==> src/rtl/bus_gnrtr_arbiter.sv <==
// bus_gnrtr_arbiter: round-robin shared-bus arbiter that pops one packet at a time and routes it by header dest ID.
// Optional macro BUS_BROADCAST_EN: dest==broadcast is delivered to every endpoint except the source.
module bus_gnrtr_arbiter #(
    parameter int bits = 1,
    parameter int drvrs = 4,
    parameter int pckg_sz = 16,
    parameter logic [7:0] broadcast = 8'hFF
) (
    input  logic clk,
    input  logic reset,
    input  logic [bits-1:0][drvrs-1:0] pndng,
    input  logic [bits-1:0][drvrs-1:0][pckg_sz-1:0] D_pop,
    output logic [bits-1:0][drvrs-1:0] pop,
    output logic [bits-1:0][drvrs-1:0] push,
    output logic [bits-1:0][drvrs-1:0][pckg_sz-1:0] D_push
);
    localparam int IW = $clog2(drvrs);
    typedef enum logic [1:0] {IDLE, POP, DELIVER} state_t;
    state_t state_q, state_d;
    logic [IW-1:0] grant_q, grant_d, last_q, last_d, g;
    logic [pckg_sz-1:0] pkt_q, pkt_d;
    logic [7:0] dest;
    logic [drvrs-1:0] pop_v, push_v;
    int idx;

    assign dest = pkt_q[pckg_sz-1 -: 8];

    // Scan farthest-first so the nearest pending endpoint after last_q ends up winning.
    always_comb begin
        g = last_q;
        idx = 0;
        for (int k = drvrs; k >= 1; k--) begin
            idx = int'(last_q) + k;
            if (idx >= drvrs) idx = idx - drvrs;
            if (pndng[0][IW'(idx)]) g = IW'(idx);
        end
    end

    always_comb begin
        state_d = state_q;
        grant_d = grant_q;
        last_d = last_q;
        pkt_d = pkt_q;
        pop_v = '0;
        push_v = '0;
        case (state_q)
            IDLE: begin
                if (|pndng[0]) begin
                    grant_d = g;
                    state_d = POP;
                end
            end
            POP: begin
                pop_v[grant_q] = 1'b1;
                pkt_d = D_pop[0][grant_q];
                last_d = grant_q;
                state_d = DELIVER;
            end
            DELIVER: begin
                state_d = IDLE;
                if (int'(dest) < drvrs) push_v[dest[IW-1:0]] = 1'b1;
`ifdef BUS_BROADCAST_EN
                else if (dest == broadcast) push_v = ~(drvrs'(1) << grant_q);
`endif
            end
            default: state_d = IDLE;
        endcase
    end

    // Outputs are masked while reset is high so an abort during DELIVER suppresses the push at once.
    always_comb begin
        pop = '0;
        push = '0;
        D_push = '0;
        if (!reset) begin
            pop[0] = pop_v;
            push[0] = push_v;
            for (int i = 0; i < drvrs; i++) D_push[0][i] = pkt_q;
        end
    end

    always_ff @(posedge clk) begin
        if (reset) begin
            state_q <= IDLE;
            grant_q <= '0;
            last_q <= IW'(drvrs - 1);
            pkt_q <= '0;
        end else begin
            state_q <= state_d;
            grant_q <= grant_d;
            last_q <= last_d;
            pkt_q <= pkt_d;
        end
    end
endmodule

==> config.mk <==
export PLATFORM = sky130hd
export DESIGN_NAME = bus_gnrtr_arbiter
export DESIGN_NICKNAME = d
export VERILOG_FILES = /design/src/rtl/bus_gnrtr_arbiter.sv
export SDC_FILE = /design/constraint.sdc
export NUM_CORES = 1
export LEC_CHECK = 0
export CORE_MARGIN = 2
export CORE_UTILIZATION = 35
export CTS_CLUSTER_SIZE = 30
export DETAILED_ROUTE_END_ITERATION = 12
export PLACE_DENSITY = 0.94
export RECOVER_POWER = 25
export SLEW_MARGIN = 10
export SYNTH_ARGS = -nofsm -noshare
export SYNTH_HDL_FRONTEND = slang
export SYNTH_SLANG_ARGS = --single-unit
==> constraint.sdc <==
create_clock -name clk -period 3.9 [get_ports clk]
set_clock_uncertainty 0.05 [all_clocks]
set_input_delay 0.39 -clock clk [delete_from_list [all_inputs] [get_ports clk]]
set_output_delay 0.39 -clock clk [all_outputs]
set_load 0.02 [all_outputs]
* Yosys cells after proc, flatten, opt, wreduce, memory -nomap -nowiden
Index checks and enable logic that the tools add are counted.
** Word-level totals
- Output and inout port bits :: 72
- Register bits after elaboration :: 22
- Logic and storage cells :: 67
- Input port bits :: 70
** Cells by class
- Equality and inequality tests :: 3
- Reduce and logical (&&, ||, !) cells :: 5
- $add $sub $neg :: 8
- Order comparisons :: 13
- Muxes and demuxes :: 34
** Operator list (count)
- $mux W64 :: 1
- $bmux W16 S2 :: 1
- $mux W4 :: 5
- $mux W2 :: 9
- $lt A2 B4 Y1 const B :: 4
- $mux W16 :: 1
- $mux W1 :: 10
- $ge A3 B3 Y1 const B :: 3
- $bmux W1 S2 :: 4
- $lt A8 B3 Y1 const B :: 1
- $sub A2 B1 Y2 const B :: 4
- $add A2 B2 Y3 const B :: 2
- $lt A2 B3 Y1 const B :: 2
- $add A2 B3 Y4 const B :: 1
- $demux W1 S2 :: 2
- $ge A2 B1 Y1 const B :: 2
- $ge A4 B3 Y1 const B :: 1
- $pmux W2 S2 :: 1
- $reduce_or A4 Y1 :: 1
- $add A2 B1 Y3 const B :: 1
- $eq A2 B1 Y1 const B :: 1
- $eq A2 B2 Y1 const B :: 1
- $logic_and A1 B1 Y1 :: 2
- $logic_not A2 Y1 :: 1
- other kinds (2) :: 2

* Logic depth before layout (Yosys ltp)
Gate-level depths: netlist of the first run.
- Depth in word-level cells :: 10
- Mapped depth :: 5
- Gate-level depth less buffers :: 3

* Least setup slack after synthesis of the first run
OpenSTA, ideal clock, no wires.
- Kind :: register to output
- Start point :: register grant_q[1]
- End point :: output pop[2] in the netlist's numbering
- Arrival time :: 1.505 ns
- Path slack :: 1.955 ns
- Data required time :: 3.460 ns
- Stages on the path, launching flop included :: 5
- Cell sequence :: dfxtp_1 > buf_2 > buf_2 > inv_1 > nor4_1
** RTL lines
- start, declared :: line 20 : logic [IW-1:0] grant_q, grant_d, last_q, last_d, g;
- start signal, assigned :: line 90 : grant_q <= grant_d;
- end, declared :: line 13 : output logic [bits-1:0][drvrs-1:0] pop,

==> results of run 1 <==
-- final cells by class --
type	instances	area [um2]
clock inverter	1	30.0
timing repair buffer	142	1420
fill	388	1850
inverter	7	26.3
clock buffer	3	41.3
tap	67	83.8
multi-input combinational	85	831
sequential	22	440
-- power breakdown --
group          internal (mW)  switching, mW
clock network          0.137         0.0727
registers              0.247         0.0270
logic                  0.197          0.137
-- cell usage in the layout, fill, tap and decap left out, types with 2 or more instances in the layout --
cell and instances:
dfxtp_1 22, clkbuf_8 3, inv_1 7, clkdlybuf4s50_1 138, nand2b_1 2, nor3_1 6, nor2_1 6, nor2b_1 14
nand2_1 4, nand3_1 2, dlygate4sd3_1 3, o211ai_1 3, mux4_2 16, a22o_1 16, nor4_1 4
-- worst reg2reg max path, stage by stage (launching register included) --
cell and delay (ns):
dfxtp_1 0.33, nand2b_1 0.56, nor2_1 1.03, a22o_1 0.25
-- path summary, 6_finish.rpt --
kind	cells past startpoint	endpoint	from	slack, ns
max	5	push[2]	reset	0.99
min	2	last_q[0]	last_q[0]	0.53
max reg2reg	3	pkt_q[10]	state_q[1]	1.63
min reg2reg	2	last_q[0]	last_q[0]	0.53
-- stage by stage --
stage	area, um2	utilization	power (mW)	hold WS (ns)
after global placement	2800	0.593	0.608	0.486
final	2870	0.608	0.818	0.530
after CTS	2870	0.608	0.822	0.513
after floorplan	1710	-	0.485	0.456
after detailed placement	2800	0.593	0.616	0.499
after global routing	2870	0.608	0.852	0.549
-- cell families after synthesis --
| kind of cell | after synthesis |
|---|---|
| AND/OR/NAND/NOR | 41 |
| buffers and inverters | 66 |
| flip-flops | 22 |
| multiplexers | 17 |
| AO/OA/AOI/OAI | 27 |
-- state kept, by name, indices dropped and copies added (netlist names) --
name     cells
state_q      2
pkt_q       16
last_q       2
grant_q      2
-- routing by layer --
| layer | vias to the layer above | global-route usage |
|---|---|---|
| li1 | 755 | - |
| met1 | 750 | 0.220 |
| met2 | 55 | 0.327 |
| met3 | 10 | 0.0206 |
| met4 | 0 | 0.0768 |
| met5 | - | 0 |
==> qor.txt, run 1 <==
Die area: 0.00546 mm2
Share of flip-flops with an asynchronous set or reset: 0
P_leak: 1.02 nW
GRT overflow: 0
TritonCTS buffer count: 3
Highest Signal Layer: met4
Critical path endpoint category: output pin
Worst Path Buf+Inv: 2
Adder-cell share of the synthesized area: 0
Post-Route M1 WL: 1980 um
Post-synthesis cell area: 0.00171 mm2
Synth unique cells: 28
Hold-fix buffers, CTS: 0
Final WS setup: 0.988 ns
Outcome: completed
Synthesized area per cell: 9.88 um2
Vias per cell: 4.80
# port buffers: 141
Die height: 73.9 um
Multiplexer share of the synthesized area: 0.217
Post-synthesis compound-gate area fraction: 0.134
Post-Route WL: 5170 um
I/O Pins: 142
Worst Hold Class: reg -> reg
Die X-Extent: 73.9 um
Most common cell in the netlist: buf_4
Crit path cell chain: dlygate4sd3_1 -> nor2_1 -> nand3_1 -> nor3_1 -> clkdlybuf4s50_1
Largest net degree at the start of global routing: 26
Placed cells: 323
RSZ-0062 raised after global routing: false
Sequential area share after synthesis: 0.258
Skew-Pair Late Insertion Delay: 0.26 ns
Type of origin of the critical path: primary input
Final Hold Fails: 0
Post-route insts no fill: 327
P&R area growth vs syn: 68.0%
Clk slew on worst S/H paths: 0.08 ns
Initial DRC Count: 48
Minimum clock period: 2.91 ns
Core region area: 0.00472 mm2
Arr. time, crit path: 2.47 ns
Largest family of logic cells by synthesized area: buffers and inverters
Critical-path maximum fanout: 25
Max-cap viol count: 0
Vias in the first global route: 1496
First-pass GRT wire length: 7620 um
Gpl congestion: 0.769
Pre-CTS WS: 0.923 ns
Crit share post-route: 0.747
Tot GR Track Use: 0.183
Share of layout cells above drive strength 1: 0.0923
Synth Net Count: 243
Routed wire length per instance: 15.8 um
Cell Pwr Density: 285 mW/mm2
Slowest CP cell: dlygate4sd3_1
Area contributors post-synth: dfxtp_1, buf_4, mux4_2
Final setup fails: 0
IR drop worst, VDD: 0.000177 V
Critical Path Max Stage Delay: 0.87 ns
CTS root buffer: clkbuf_8
Share of the synthesized area in the top cell type: 0.258
Fmax: 0.343 GHz
Row count: 25
Pre-Repair DR Iteration Count: 4
Syn Inst Count: 173
Post-synth EDFFs: 0
Yosys reg bits: 22
Setup TNS: 0 ns
Slew margin rel.: 0.272
Area leader, netlist: dfxtp_1
WS Path Type: in -> out
CP required: 3.46 ns
Vias: 1570
Final #Nets: 331
Initial Utilization: 0.362
Simple-Gate Fraction of Synth Area: 0.137
Met2 WL: 2900 um
H-tree levels: 1
Remaining DRCs: 0
Post-DP HPWL: 4240 um
Setup Fix Bufs, Post-CTS: 0
Antenna-violating nets left: 0
Clk buf depth: 2
Post-synth top cells: buf_4, dfxtp_1, a22o_1, mux4_2, nor2b_1
Initial antenna violation count: 0
Diodes inserted: 0
XOR/XNOR share of the synthesized area: 0
Cell family with most CP delay: buffers and inverters
Worst Tran Pin Value: 1.09 ns
# clock sinks: 22
WL met3: 186 um
Most used flip-flop cell after synthesis: dfxtp_1
Yosys warning total: 0
Max-slew violations: 0
TritonCTS clock tree: done
Post-cts sizing count: 0
Note: power is estimated with default switching activity, not from simulation.
==> run 2, diff against run 1 <==
--- a/config.mk
+++ b/config.mk
@@ -6,10 +6,10 @@
 export NUM_CORES = 1
 export LEC_CHECK = 0
 export CORE_MARGIN = 2
-export CORE_UTILIZATION = 35
+export CORE_UTILIZATION = 30
 export CTS_CLUSTER_SIZE = 30
 export DETAILED_ROUTE_END_ITERATION = 12
-export PLACE_DENSITY = 0.94
+export PLACE_DENSITY = 0.87
 export RECOVER_POWER = 25
 export SLEW_MARGIN = 10
 export SYNTH_ARGS = -nofsm -noshare
==> constraint.sdc (replaced) <==
create_clock -name clk -period 2.6 [get_ports clk]
set_clock_uncertainty 0.05 [all_clocks]
set_input_delay 0.26 -clock clk [delete_from_list [all_inputs] [get_ports clk]]
set_output_delay 0.26 -clock clk [all_outputs]
set_load 0.02 [all_outputs]
==> run 2 against run 1 <==
Net effect: flip-flop and latch count unchanged; register-to-register slack lost 1.4 ns; sequential power up 46%; non-clock buffer count grew 4; die area rose by 16%; clock power rose by 13%; worst setup slack worse by 0.80 ns; routed wire length increased by 3.3%; critical path depth is 2 lower; sequential share of layout area fell by 0.067 points; critical endpoint is now pop[3].
==> qor.txt, run 2 (synthesized netlist as in run 1, its figures left out) <==
Outcome: completed
Post-Route WL: 5340 um
Minimum clock period: 2.41 ns
Worst Hold Class: reg -> reg
Crit share post-route: 0.927
Initial antenna violation count: 0
Final #Nets: 335
Most frequent cells in the layout: clkdlybuf4s50_1, dfxtp_1, mux4_2, a22o_1, nor2b_1
Share of layout cells above drive strength 1: 0.0985
Setup Fix Bufs, Post-CTS: 0
Die area: 0.00632 mm2
Initial DRC Count: 53
Vias in the first global route: 1574
Final Hold Fails: 0
Gpl congestion: 0.852
Most flop-heavy register: pkt_q
Pre-CTS WS: 0.310 ns
Critical-path maximum fanout: 11
Core region area: 0.00551 mm2
CP required: 2.29 ns
Largest net degree at the start of global routing: 26
Tot GR Track Use: 0.160
GRT overflow: 0
Clk slew on worst S/H paths: 0.08 ns
Max-slew violations: 0
TritonCTS buffer count: 3
Post-cts sizing count: 0
P_leak: 1.03 nW
Max-cap viol count: 0
GR met2 Demand/Resource: 0.300
Most common cell after layout, fill and taps aside: clkdlybuf4s50_1
Vias per cell: 4.73
CTS root buffer: clkbuf_8
I/O Pins: 142
Initial Utilization: 0.310
WS Path Type: reg -> out
Clk buf depth: 2
Critical path endpoint category: output pin
Most used routing layer: met2
# port buffers: 141
Hold-fix buffers, CTS: 0
Skew-Pair Late Insertion Delay: 0.25 ns
Slew margin rel.: 0.233
Type of origin of the critical path: flip-flop
Setup TNS: 0 ns
Die height: 79.5 um
# clock sinks: 22
Die X-Extent: 79.5 um
Vias: 1589
Routed wire length per instance: 15.9 um
P&R area growth vs syn: 68.7%
Row count: 27
First-pass GRT wire length: 7940 um
Pre-Repair DR Iteration Count: 4
Met1 usage: 0.183
Arr. time, crit path: 2.10 ns
Fmax: 0.415 GHz
RSZ-0062 raised after global routing: false
Antenna-violating nets left: 0
Cell Pwr Density: 402 mW/mm2
Final setup fails: 0
Largest register FFs: 16
Fill count: 498
Post-DP HPWL: 4540 um
Remaining DRCs: 0
IR drop worst, VDD: 0.000254 V
Worst Tran Pin Value: 1.15 ns
Diodes inserted: 0
H-tree levels: 1
Final WS setup: 0.190 ns
M3 GR Usage: 0.0204
TritonCTS clock tree: done
run 2: cell types whose count changed in the layout (fill, tap and decap cells not counted):
cell,change
clkbuf_8,+1
clkbuf_1,+1
bufinv_16,-1
or4_1,+1
buf_4,+3
or4_4,-1
clkdlybuf4s50_1,+1
dlygate4sd3_1,-1
run 2: layout make-up:
cell class / count / area (um2) / share of cell area
clock buffers: 4 / 55.1 / 0.0191
inverters: 7 / 26.3 / 0.00911
multi-input cells: 85 / 827 / 0.287
flip-flops and latches: 22 / 440 / 0.153
well taps: 72 / 90.1 / 0.0312
repair buffers: 146 / 1450 / 0.501
run 2: final timing paths:
path | from | endpoint | slack [ns] | cells after the start
min | last_q[0] | last_q[0] | 0.51 | 2
min reg2reg | last_q[0] | last_q[0] | 0.51 | 2
max reg2reg | state_q[1] | pkt_q[14] | 0.25 | 4
max | grant_q[1] | pop[3] | 0.19 | 3
run 2: through the flow:
stage               hold slack, ns   util  std cells  instance area [um2]  total power [mW]
finish                       0.511  0.524        336                 2880              1.16
detailed placement           0.501  0.516        332                 2840             0.934
global route                 0.546  0.524        336                 2880              1.21
CTS                          0.509  0.526        336                 2890              1.17
global placement             0.480  0.516        332                 2840             0.921
floorplan                    0.419      -        173                 1710             0.727
run 2: layer usage:
metal,vias to the layer above,part of all wire,wire (um)
met2,58,0.54,2900
met4,0,0.027,146
met3,12,0.044,235
met5,-,0,0
met1,755,0.39,2060
li1,764,-,-
run 2: worst max-delay path, cell delays in order, from the launching register on:
cell	delay, ns
dfxtp_1	0.62
inv_1	0.16
nor4_1	0.38
clkdlybuf4s50_1	0.67
run 2: power by group:
group | total (mW) | switching, mW | internal, mW
clock network | 0.238 | 0.103 | 0.134
registers | 0.400 | 0.0290 | 0.371
logic | 0.520 | 0.218 | 0.302
total | 1.16 | 0.350 | 0.808
==> run 3, diff against run 2 <==
--- a/config.mk
+++ b/config.mk
@@ -5,6 +5,7 @@
 export SDC_FILE = /design/constraint.sdc
 export NUM_CORES = 1
 export LEC_CHECK = 0
+export ABC_CLOCK_PERIOD_IN_PS = 2600
 export CORE_MARGIN = 2
 export CORE_UTILIZATION = 30
 export CTS_CLUSTER_SIZE = 30
==> results of run 3 <==
No change in the layout: final DEF, timing and power equal those of run 2.
==> RTL edit 1 (settings of run 2) <==
Put a register stage on the output `D_push`. The value now appears one clock later. The other outputs are not delayed to match.
--- a/src/rtl/bus_gnrtr_arbiter.sv
+++ b/src/rtl/bus_gnrtr_arbiter.sv
@@ -16,6 +16,8 @@
 );
     localparam int IW = $clog2(drvrs);
     typedef enum logic [1:0] {IDLE, POP, DELIVER} state_t;
+
+    logic [bits-1:0][drvrs-1:0][pckg_sz-1:0] D_push_d;
     state_t state_q, state_d;
     logic [IW-1:0] grant_q, grant_d, last_q, last_d, g;
     logic [pckg_sz-1:0] pkt_q, pkt_d;
@@ -71,11 +73,11 @@
     always_comb begin
         pop = '0;
         push = '0;
-        D_push = '0;
+        D_push_d = '0;
         if (!reset) begin
             pop[0] = pop_v;
             push[0] = push_v;
-            for (int i = 0; i < drvrs; i++) D_push[0][i] = pkt_q;
+            for (int i = 0; i < drvrs; i++) D_push_d[0][i] = pkt_q;
         end
     end
 
@@ -92,5 +94,9 @@
             pkt_q <= pkt_d;
         end
     end
+    always_ff @(posedge clk) begin
+        D_push <= D_push_d;
+    end
+
 endmodule
 
Formal check against the unedited RTL: not equivalent (a bounded check fails within 4 cycles, from zero or initial values and one cycle with reset high).
==> RTL edit 1 against run 2 <==
  * Worst setup slack improved by 0.033 ns
  * First-iteration DRC count rose by 38%
  * Combinational power decreased by 4%
  * Critical path type unchanged
  * Final area increased by 15%
  * Clock power increased to 2.6 times the old value
  * Routed wire length is 2.7% higher
  * Sequential cell count is 16 higher
  * Via count rose by 7.1%
  * Power is 55% higher
  * Synthesized area increased by 20%
  * Largest cell class unchanged
  * Sequential power is 68% higher
  * Critical path depth did not move
==> RTL edit 1: results (changes against run 2) <==
* Result of the run: complete, no violations (unchanged)
- Post-place setup slack: 0.283 ns (was 0.310 ns)
* Pwr Total: 1.79 mW (was 1.16 mW)
* Worst-case reg-to-reg path depth: 3 (was 4)
* Mean number of vias per cell: 4.73 (about the same)
* Number of global-route vias before repair: 1653 (was 1574)
- Hold Slack: 0.421 ns (was 0.511 ns)
- Number of distinct library cell variants in the gate-level netlist after synthesis: 32 (was 28)
* Cell total after placement: 352 (was 332)
* Largest net degree at the start of global routing: 23 (was 26)
- The clock insertion delay at the later pin of the skew report is 0.29 ns (was 0.25 ns).
* Wire length of the first global-routing pass: 8180 um (was 7940 um)
- Endpoint of the worst setup timing path: pop[1] (was pop[3])
* Routed length per placed instance: 15.2 um (was 15.9 um)
- The startpoint of the worst hold path is pkt_q[6] (was last_q[0]).
- The power of the combinational group was 500 uW (was 520 uW).
* Hold path depth: 1 (was 2)
- Gp weighted congestion: 0.792 (was 0.852)
* Endpoint of the lowest-slack register-to-register path: pkt_q[1] (was pkt_q[14])
- Net switching power: 452 uW (was 350 uW)
* Start of the worst register-to-register path: grant_q[0] (was state_q[1])
- The total routing usage reported by global routing was 14.0% (was 16.0%).
* Synthesized net count: 252 (was 243)
* Average cell area after synthesis: 11.3 sq um (was 9.88 sq um)
- Critical Path Slowest Stage Cell: sky130_fd_sc_hd__dfxtp_1 (was sky130_fd_sc_hd__clkdlybuf4s50_1)
==> RTL edit 1: logic make-up (layout without fill, tap and decap cells) <==
family | count (synthesis) | in the layout | synth area share (%)
flops | 38 | 38 | 37.1
buf+inv | 62 | 160 | 21.4
simple gates | 40 | 40 | 11.2
compound gates | 23 | 23 | 9.70
mux | 19 | 19 | 20.7
==> RTL edit 1: area by class of cell <==
| type | instances | area, sq um | share of cell area (%) |
|---|---|---|---|
| clock buffers | 6 | 82.6 | 2.48 |
| clock inverters | 2 | 60.1 | 1.81 |
| inverters | 5 | 18.8 | 0.565 |
| multi-input cells | 82 | 852 | 25.6 |
| flip-flops and latches | 38 | 761 | 22.9 |
| well taps | 80 | 100 | 3.01 |
| repair buffers | 147 | 1450 | 43.6 |
==> RTL edit 1: metal layers <==
layer | part of all wire (%) | vias to the layer above | GRT usage [%]
met5 | 0 | - | 0
met4 | 1.6 | 0 | 5.54
met3 | 6.1 | 9 | 2.48
met2 | 52 | 80 | 24.5
met1 | 40 | 796 | 17.0
li1 | - | 817 | -
==> RTL edit 2 (flow settings as in run 2) <==
Made on the original files. Build with the macro `BUS_BROADCAST_EN` defined.
--- a/src/rtl/bus_gnrtr_arbiter.sv
+++ b/src/rtl/bus_gnrtr_arbiter.sv
@@ -1,5 +1,7 @@
 // bus_gnrtr_arbiter: round-robin shared-bus arbiter that pops one packet at a time and routes it by header dest ID.
 // Optional macro BUS_BROADCAST_EN: dest==broadcast is delivered to every endpoint except the source.
+`define BUS_BROADCAST_EN
+
 module bus_gnrtr_arbiter #(
     parameter int bits = 1,
     parameter int drvrs = 4,
Behaviour: not the same (a bounded check fails within 4 cycles, from zero or initial values and one cycle with reset high).
==> RTL edit 2 against run 2 <==
  * Power increased by 0.51%
  * Routed wire length rose by 4.6%
  * Register-to-register slack improved by 0.22 ns
  * Sequential cell count unchanged
  * Synthesized area is 5.3% higher
  * Via count increased by 7.9%
  * Worst setup slack worse by 0.10 ns
  * Worst hold slack improved by 0.020 ns
  * Final area grew 3.6%
  * Cell count increased by 4.2%
  * Critical path type unchanged
  * Critical endpoint is now push[0]
==> RTL edit 2: results (changes against run 2) <==
- Result of the run: complete, no violations (unchanged).
- Largest Register: pkt_q (unchanged)
- DRC marker count from the first detailed-route iteration: 47 (was 53)
- The standby leakage power is 1.07 nW (was 1.03 nW).
- Fraction of power spent switching nets: 32.1% (was 30.3%)
- Transition time at the pin with the least slew margin: 0.660 ns (was 1.15 ns)
* Peak supply drop: 0.241 mV (was 0.254 mV)
- The pin count of the biggest net entering global routing was 18 (was 26).
* Synth Instances: 182 (was 173)
- Leading post-synthesis cells by instance count: 49 x sky130_fd_sc_hd__buf_4, 22 x sky130_fd_sc_hd__dfxtp_1, 16 x sky130_fd_sc_hd__a22o_1, 16 x sky130_fd_sc_hd__mux4_2, 15 x sky130_fd_sc_hd__nor2b_1 (was 48 x sky130_fd_sc_hd__buf_4, 22 x sky130_fd_sc_hd__dfxtp_1, 16 x sky130_fd_sc_hd__a22o_1, 16 x sky130_fd_sc_hd__mux4_2, 14 x sky130_fd_sc_hd__nor2b_1).
- Clk Latency, worst-skew pair: 0.26 ns
- HPWL after detailed placement: 4560 um (was 4540 um)
* CTS H-tree depth: 1 (unchanged)
- The total routing usage reported by global routing was 16.2% (was 16.0%).
- Critical path startpoint: pkt_q[10] (was grant_q[1])
* Wire length of the first global-routing pass: 8220 um (was 7940 um)
* Fraction of layout cells with a size suffix above 1: 10.9% (was 9.85%)
- The launch point of the worst reg-to-reg path is state_q[1] (unchanged).
- The number of warning messages in the yosys log came to 0 (unchanged).
- Synthesized net count: 252 (was 243)
* Drt total wl: 5580 um (was 5340 um)
* Register clock-pin slew on the reported worst setup and hold paths: 0.08 ns (about the same)
- The delay of the slowest cell on the worst path was 0.60 ns (was 0.67 ns).
* Gp weighted congestion: 0.773 (was 0.852)
- The cell area after placement is 2960 sq um (was 2840 sq um).
* Sequential cell area fraction in the yosys report: 24.5% (was 25.8%)
- Top area cells in the synthesized netlist: sky130_fd_sc_hd__dfxtp_1 24%, sky130_fd_sc_hd__buf_4 20%, sky130_fd_sc_hd__mux4_2 20% (was sky130_fd_sc_hd__dfxtp_1 26%, sky130_fd_sc_hd__buf_4 21%, sky130_fd_sc_hd__mux4_2 21%).
* Headroom to the max-slew limit: 55.8% (was 23.3%)
- Number of CTS-inserted buffers: 3 (unchanged)
- The count of different cell masters after synthesis is 33 (was 28).
* Final Net Count: 347 (was 335)
- Routed length per placed instance: 15.9 um (about the same)
- The overall via count from detail_route was 1715 (was 1589).
* Critical Path Fanout Max: 4 (was 11)
RTL edit 2: cell types whose count changed after synthesis, moves of 2 or more:
cell,run 2,this run
sky130_fd_sc_hd__a211oi_1,1,5
sky130_fd_sc_hd__nor3_1,6,2
sky130_fd_sc_hd__o21a_1,0,4
sky130_fd_sc_hd__buf_2,6,3
sky130_fd_sc_hd__nor2_1,5,2
sky130_fd_sc_hd__nand4_1,0,2
sky130_fd_sc_hd__nor4_1,4,6
RTL edit 2: area by class of cell:
| type | count | area (sq um) |
|---|---|---|
| Multi-Input combinational cell | 94 | 918 |
| Tap cell | 75 | 93.8 |
| Clock buffer | 3 | 41.3 |
| Inverter | 7 | 26.3 |
| Timing Repair Buffer | 149 | 1470 |
| Sequential cell | 22 | 440 |
| Fill cell | 544 | 2860 |
RTL edit 2: kinds of logic after synthesis:
kind of cell | Yosys count | synth area share, %
AO/OA/AOI/OAI | 35 | 16.1
buffers and inverters | 66 | 24.2
flip-flops | 22 | 24.5
multiplexers | 17 | 20.6
AND/OR/NAND/NOR | 42 | 14.7
RTL edit 2: repair_timing:
action                                  in CTS  in global routing
hold buffers                                 0                  0
resized for setup                            0                  1
endpoints found under the setup margin       0                  1
endpoints found under the hold margin        0                  0
RTL edit 2: worst max-delay path, delay by kind of cell (launching register included):
kind / cells / cell delay (ns)
AOI/OAI and AO/OA: 1 / 0.18
and+or+nand+nor: 2 / 0.83
buffers and inverters: 1 / 0.60
DFF: 1 / 0.34
RTL edit 2: worst paths after layout:
check / cells after the start / slack [ns] / endpoint
worst max-delay path: 4 / 0.09 / push[0]
worst min-delay path: 2 / 0.53 / last_q[0]
worst max register to register: 5 / 0.47 / pkt_q[3]
worst min register to register: 2 / 0.53 / last_q[0]
RTL edit 2: per-layer routing:
layer / wire length [um] / vias up / share of wire, % / GRT usage [%]
met5: 0 / - / 0 / 0
met4: 52 / 0 / 0.93 / 3.05
met3: 448 / 6 / 8.0 / 4.07
met2: 2940 / 88 / 53 / 30.0
met1: 2140 / 810 / 38 / 18.8
li1: - / 811 / - / -
RTL edit 2: metrics by stage:
stage | hold slack, ns | util (%) | total power [mW] | setup slack [ns]
finish | 0.531 | 51.0 | 1.16 | 0.0877
global route | 0.568 | 51.0 | 1.23 | 0.0188
CTS | 0.538 | 51.2 | 1.18 | 0.0459
detailed placement | 0.522 | 50.5 | 0.968 | 0.255
global placement | 0.489 | 50.5 | 0.957 | 0.283
floorplan | 0.419 | - | 0.750 | 0.814
RTL edit 2: power groups by stage:
stage / Sequential (mW) / Combinational (mW) / Clock, mW
floorplan: 0.395 / 0.356 / 0
detailed placement: 0.404 / 0.564 / 0
CTS: 0.396 / 0.566 / 0.219
finish: 0.397 / 0.555 / 0.212
global route: 0.402 / 0.593 / 0.239
global placement: 0.402 / 0.555 / 0
